### config.mk
export PLATFORM = sky130hd
export DESIGN_NAME = add_pipelined
export DESIGN_NICKNAME = d
export VERILOG_FILES = /design/src/rtl/add_pipelined.sv
export SDC_FILE = /design/constraint.sdc
export NUM_CORES = 1
export LEC_CHECK = 0
export CORE_MARGIN = 2
export CORE_UTILIZATION = 62
export CTS_BUF_LIST = sky130_fd_sc_hd__clkbuf_8
export CTS_CLUSTER_DIAMETER = 150
export DETAILED_ROUTE_END_ITERATION = 10
export PLACE_DENSITY = 0.94
export SLEW_MARGIN = 30
export SYNTH_ARGS = -nofsm -noshare
export SYNTH_HDL_FRONTEND = slang
export SYNTH_SLANG_ARGS = --single-unit
### constraint.sdc
create_clock -name clk -period 4.3 [get_ports clk]
set_clock_uncertainty 0.2 [all_clocks]
set_input_delay 1.075 -clock clk [delete_from_list [all_inputs] [get_ports clk]]
set_output_delay 1.075 -clock clk [all_outputs]
set_load 0.03 [all_outputs]
### src/rtl/add_pipelined.sv
// Pipelined adder: the operands are split LSB-first into STAGES slices and one slice is added per stage.
// The slice carry, the not-yet-added upper operand slices and the finished lower sum slices travel with each entry.
module add_pipelined #(
  parameter int WIDTH  = 32,
  parameter int STAGES = 4
) (
  input  logic             clk,
  input  logic             rst_n,
  input  logic             in_valid,
  output logic             in_ready,
  input  logic [WIDTH-1:0] a,
  input  logic [WIDTH-1:0] b,
  input  logic             ci,
  output logic             out_valid,
  input  logic             out_ready,
  output logic [WIDTH-1:0] o,
  output logic             co,
  output logic             busy
);

  localparam int SW = (WIDTH + STAGES - 1) / STAGES;
  localparam int LW = WIDTH - (STAGES - 1) * SW;

  if (WIDTH < 2 || WIDTH > 64) begin : g_bad_width
    $error("add_pipelined: WIDTH must be in 2..64");
  end
  if (STAGES < 1 || STAGES > 8 || STAGES > WIDTH) begin : g_bad_stages
    $error("add_pipelined: STAGES must be in 1..8 and not exceed WIDTH");
  end
  if (LW <= 0) begin : g_bad_slice
    $error("add_pipelined: WIDTH/STAGES leaves an empty last slice");
  end

  // Valid/ready: a transfer happens in a cycle where valid and ready are both high.
  // All stages advance together on en and hold otherwise; in_ready is en and never looks at in_valid.
  logic             en;
  logic [WIDTH-1:0] a_s [STAGES];
  logic [WIDTH-1:0] b_s [STAGES];
  logic [WIDTH-1:0] s_s [STAGES+1];
  logic             c_s [STAGES+1];
  logic             v_s [STAGES+1];

  assign en       = !out_valid || out_ready;
  assign in_ready = en;

  assign a_s[0] = a;
  assign b_s[0] = b;
  assign s_s[0] = '0;
  assign c_s[0] = ci;
  assign v_s[0] = in_valid;

  for (genvar k = 0; k < STAGES; k++) begin : g_stage
    localparam int LO  = k * SW;
    localparam int SLW = (k == STAGES - 1) ? ((LW > 0) ? LW : 1) : SW;

    logic [SLW:0]     slice_sum;
    logic [WIDTH-1:0] sum_d;
    logic [WIDTH-1:0] sum_q;
    logic             carry_q;
    logic             valid_q;

    assign slice_sum = {1'b0, a_s[k][LO +: SLW]} + {1'b0, b_s[k][LO +: SLW]}
                     + {{SLW{1'b0}}, c_s[k]};

    // Lower slices come finished from the previous stage; this stage fills in its own slice.
    always_comb begin
      sum_d             = s_s[k];
      sum_d[LO +: SLW]  = slice_sum[SLW-1:0];
    end

    always_ff @(posedge clk or negedge rst_n) begin
      if (!rst_n) begin
        valid_q <= 1'b0;
        carry_q <= 1'b0;
        sum_q   <= '0;
      end else if (en) begin
        valid_q <= v_s[k];
        carry_q <= slice_sum[SLW];
        sum_q   <= sum_d;
      end
    end

    assign s_s[k+1] = sum_q;
    assign c_s[k+1] = carry_q;
    assign v_s[k+1] = valid_q;

    // Operand skew registers: only stages with slices still to add need them.
    if (k < STAGES - 1) begin : g_skew
      logic [WIDTH-1:0] a_q;
      logic [WIDTH-1:0] b_q;

      always_ff @(posedge clk or negedge rst_n) begin
        if (!rst_n) begin
          a_q <= '0;
          b_q <= '0;
        end else if (en) begin
          a_q <= a_s[k];
          b_q <= b_s[k];
        end
      end

      assign a_s[k+1] = a_q;
      assign b_s[k+1] = b_q;
    end
  end

  always_comb begin
    busy = 1'b0;
    for (int k = 1; k <= STAGES; k++) begin
      busy = busy | v_s[k];
    end
  end

  assign out_valid = v_s[STAGES];
  assign o         = s_s[STAGES];
  assign co        = c_s[STAGES];

endmodule
* Yosys cells after proc, flatten, opt, wreduce, memory -nomap -nowiden
Cells that the tools add are included.
** Operators by class
- Add/sub/neg operators :: 8
- $mul :: 0
- Divide/modulo/power cells :: 0
- $lt $le $gt $ge :: 0
- Equality and inequality tests :: 0
- Shifts and indexed selects :: 0
- Muxes and demuxes :: 0
- Bitwise logic cells :: 3
- Reduce and logical (&&, ||, !) cells :: 2
** Operator list (number)
- $add A8 B8 Y9 :: 4
- $add A9 B1 Y9 :: 4
- $or A1 B1 Y1 :: 3
- $logic_not A1 Y1 :: 1
- $logic_or A1 B1 Y1 :: 1
** Storage, ports and cells
- Bits in registers :: 280
- Bits in latches :: 0
- Bits in writable memories :: 0
- Bits in read-only memories :: 0
- Input bits :: 69
- Output and inout bits :: 36
- Logic and storage cells :: 31
- Memories :: 0

* Depth between registers and ports, before layout
Gate-level depths: netlist of run 1.
- Word-level depth :: 3
- Mapped depth :: 7
- Mapped depth without buffers :: 7

* Worst setup path after synthesis of run 1
No wires, ideal clock.
- Path kind :: input port to flip-flop
- From :: input port a[0]
- To :: register g_stage[0].carry_q
- Library setup time :: 0.124 ns
- Arrival :: 2.768 ns
- Required time :: 3.976 ns
- Setup slack :: 1.208 ns
- Cell stages on the path :: 6
- Buffers on the path :: 0
- Path through :: fa_1 fa_1 a211oi_2 nor2_1 o31a_1 o31a_1
** On the way
- Longest elaborated chain between the ends :: 2
** Ends and longest elaborated chain
- from (decl) :: RTL line 11 : input logic [WIDTH-1:0] a,
- $add A8 B8 Y9 :: RTL line 62 : assign slice_sum = {1'b0, a_s[k][LO +: SLW]} + {1'b0, b_s[k][LO +: SLW]}
- $add A9 B1 Y9 :: RTL line 63 : + {{SLW{1'b0}}, c_s[k]};
- to (signal assigned) :: RTL line 78 : carry_q <= slice_sum[SLW];
- to (decl) :: RTL line 59 : logic carry_q;
Every way passes these cells.
A chain may end at the register's enable or synchronous reset.

* Final worst setup path of run 1
- From :: input port out_ready
- To :: output port in_ready
** On the way
- Longest elaborated chain between the ends :: 1
** Ends and longest elaborated chain
- from (decl) :: RTL line 15 : input logic out_ready,
- $logic_or A1 B1 Y1 :: RTL line 43 : assign en = !out_valid || out_ready;
- to (decl) :: RTL line 10 : output logic in_ready,
Every way passes these cells.

==> metrics.md, run 1 <==
| Metric | Value |
|---|---|
| Hold buffers post-CTS | `0` |
| Root Driver | `clkbuf_8` |
| CTS Buf Count | `17` |
| Static leakage | `4.918 nW` |
| Insertion delay to the later sink of the worst-skew pair | `0.45 ns` |
| Max Cap Viol | `0` |
| Critical path buffers and inverters | `3` |
| XOR/XNOR Fraction of Synth Area | `0.4209%` |
| Startpoint Class | `input pin` |
| First drt pass iteration count | `4` |
| Fillers | `928` |
| Final layout net count | `1101` |
| Routability cong. | `0.8287` |
| Fin area | `9849 sq um` |
| Critical Path End Type | `output pin` |
| First-pass GRT wire length | `28730 microns` |
| Slew Viols, Final | `0` |
| Utilization after layout | `74.67%` |
| Total power | `7.227 mW` |
| Syn Inst Count | `911` |
| CTS tree | `done` |
| Crit Path Max Fanout | `2` |
| Status | `completed` |
| Top-count cell post-synth | `nand2_1` |
| Via Count | `6313` |
| R2R depth | `6` |
| Clk buf depth | `2` |
| Synth Flop Type | `dfrtp_1` |
| Setup Fix Bufs, Post-CTS | `0` |
| Reg2reg end | `co$_DFFE_PN0P_` |
| Non-Filler Instances | `1185` |
| Die X-Extent | `119.9 microns` |
| DRC | `0` |
| CTS resizes | `0` |
| Die H | `119.9 microns` |
| Max frequency | `266.9 MHz` |
| R2r startpoint | `g_stage[2].carry_q$_DFFE_PN0P_` |
| Final wirelength | `16420 microns` |
| Top cell by count, worst path | `clkdlybuf4s50_1` |
| Initial core utilization | `63.11%` |
| Relative slew margins | `32.86%` |
| Post-synth top area share | `55.31%` |
| Power Density | `733.8 nW/um^2` |
| Largest family of logic cells by synthesized area | `simple AND/OR/NAND/NOR gates` |
| Initial antenna violation count | `0` |
| Max VDD drop | `0.4638 mV` |
| Commonest cells post-synth | `nand2_1, dfrtp_1, buf_2` |
| Number of flops mapped to enable cells by yosys | `0` |
| Ant diodes | `0` |
| DR WL/cell | `13.85 microns` |
| Fin worst setup slack | `0.5530 ns` |
| Max incr delay on CP | `0.76 ns` |
| Dpl cells | `1153` |
| Dpl cell area | `9432 sq um` |
| CTS H-tree depth | `4` |
| Final period utilization | `87.14%` |
| Syn_area_per_cell | `9.137 sq um` |
| Endpoints failing setup | `0` |
| Cell Area, Synth | `8324 sq um` |
| Synth top area cells | `dfrtp_1, nand2_1, ha_1` |
| RSZ-0062 raised after global routing | `false` |
| Top Ports | `105` |
| Buffers on Ports | `104` |
| Layout cells sized above 1 | `4.361%` |
| Synth Area in Simple Gates | `26.11%` |
| R2R setup slack | `1.68 ns` |
| Vias in the first global route | `6265` |
| Core ar. | `13190 sq um` |
| Grt ovf | `0` |
| Flops & latches, synth | `184` |
| Setup Crit Path Kind | `in -> out` |
| GRT Total Usage | `25.07%` |
| TNS Setup | `0 ns` |
| Min-delay worst type | `reg -> reg` |
| Hold path start | `o[20]$_DFFE_PN0P_` |
| Largest net degree at the start of global routing | `218` |
| Sequential share of the synthesized area | `55.31%` |
| Least-Margin Pin Slew | `1.007 ns` |
| Area growth, synth to finish | `18.32%` |
| Area leader, netlist | `dfrtp_1` |
| Post-synthesis mux area share | `0.8417%` |
| Hold worst-path end | `o[20]$_DFFE_PN0P_` |
| Synth unique cells | `40` |
| Worst-path cell chain | `clkdlybuf4s50_1 > nor2b_4 > inv_4 > clkdlybuf4s50_1` |
| Via density | `5.327` |
| Post-synthesis async set-or-reset flop share | `100.0%` |
| Seq. cell area | `4604 sq um` |
| Slowest CP cell | `clkdlybuf4s50_1` |
| Compound-gate portion of the synthesized area | `8.282%` |
| Final hold violations | `0` |
| Die Area | `14370 sq um` |
| Tmin final | `3.747 ns` |
| Clk sinks | `184` |
| DRT iter0 DRCs | `520` |
| Remaining antenna violation count | `0` |
| YS warnings | `0` |
| CTS clk-pin slew, worst paths | `0.08 ns` |
| Pre-CTS setup slack | `0.5405 ns` |
| CP Data Arrival Time | `2.47 ns` |
| Hold_ws | `0.2680 ns` |
| Post-detail-place hpwl | `10610 microns` |
| Area of the multi-input gates | `3478 sq um` |
| CP required | `3.02 ns` |
| Cell depth of the worst hold path | `2` |
| Syn Nets | `1016` |
| Row cnt | `42` |
| Post-synthesis adder-cell area fraction | `6.133%` |
| Delay-heaviest family, CP | `buffers and inverters` |
## state kept, by name, indices dropped and copies added, names as in the netlist
| name | count |
|---|---|
| co | 1 |
| g_stage.carry_q | 3 |
| g_stage.g_skew.a_q | 48 |
| g_stage.g_skew.b_q | 48 |
| g_stage.sum_q | 48 |
| g_stage.valid_q | 3 |
| o | 32 |
| out_valid | 1 |
## cell usage in the layout (no fill, tap or decap), drive strengths merged, types with 6 or more instances in the layout
| cell type | Yosys | layout |
|---|---|---|
| o21bai | 7 | 7 |
| a211oi | 19 | 19 |
| a221oi | 6 | 6 |
| ha | 28 | 28 |
| a21o | 8 | 8 |
| clkinv | 0 | 6 |
| nor3 | 11 | 11 |
| nor2 | 6 | 6 |
| nand2b | 7 | 7 |
| nand2 | 477 | 477 |
| mux2i | 7 | 7 |
| inv | 5 | 7 |
| clkbuf | 6 | 23 |
| o31ai | 8 | 8 |
| o21a | 6 | 6 |
| o31a | 7 | 7 |
| dfrtp | 184 | 184 |
| o21ai | 25 | 25 |
| fa | 8 | 8 |
| nor3b | 20 | 20 |
| clkdlybuf4s50 | 0 | 103 |
## report_power, final
part	internal [mW]	leakage (nW)	switching, mW
clock	0.597	0.219	0.596
sequential	2.48	2.22	0.450
combinational	1.29	2.48	1.81
## worst register-to-register path: stages (launching register included)
cell	delay, ns
dfrtp_1	0.41
fa_1	0.51
fa_1	0.46
a211oi_2	0.27
nor2_1	0.10
o31a_1	0.27
o31a_1	0.29
## cells by family after synthesis
kind of cell	after synthesis
mux	7
compound gates	96
xor+xnor	4
flops	184
buf+inv	48
fa+ha+maj	36
simple gates	536
## routing by layer
layer / up-vias / part of all wire [%] / GRT usage (%) / routed length (microns)
met5: - / 0 / 0 / 0
met4: 0 / 2.1 / 8.750 / 346
met3: 28 / 2.9 / 4.373 / 483
met2: 119 / 51 / 42.32 / 8337
met1: 3029 / 44 / 33.02 / 7248
li1: 3137 / - / - / -
## worst max path at each step
stage / start / depth (start not counted) / slack [ns] / endpoint
2_1_floorplan: a[0] / 6 / 1.21 / g_stage[0].carry_q$_DFFE_PN0P_
3_3_place_gp: out_ready / 4 / 0.55 / in_ready
6_report: out_ready / 4 / 0.55 / in_ready
4_1_cts: out_ready / 4 / 0.55 / in_ready
5_1_grt: out_ready / 4 / 0.51 / in_ready
3_5_place_dp: out_ready / 4 / 0.54 / in_ready
## area by class of cell
class                           instances  share of cell area (%)
Sequential cell                       184                   46.75
Multi-Input combinational cell        679                   35.32
Clock inverter                         10                   1.169
Clock buffer                           22                   3.074
Inverter                                5                  0.2160
Timing Repair Buffer                  109                   11.24
Tap cell                              176                   2.236
(Power assumes the default switching activity.)
==> run 2, diff against run 1 <==
--- a/config.mk
+++ b/config.mk
@@ -15,3 +15,4 @@
 export SYNTH_ARGS = -nofsm -noshare
 export SYNTH_HDL_FRONTEND = slang
 export SYNTH_SLANG_ARGS = --single-unit
+export TNS_END_PERCENT = 100
==> results of run 2 <==
Same layout as run 1: the final DEF is identical, and so are final timing and power.
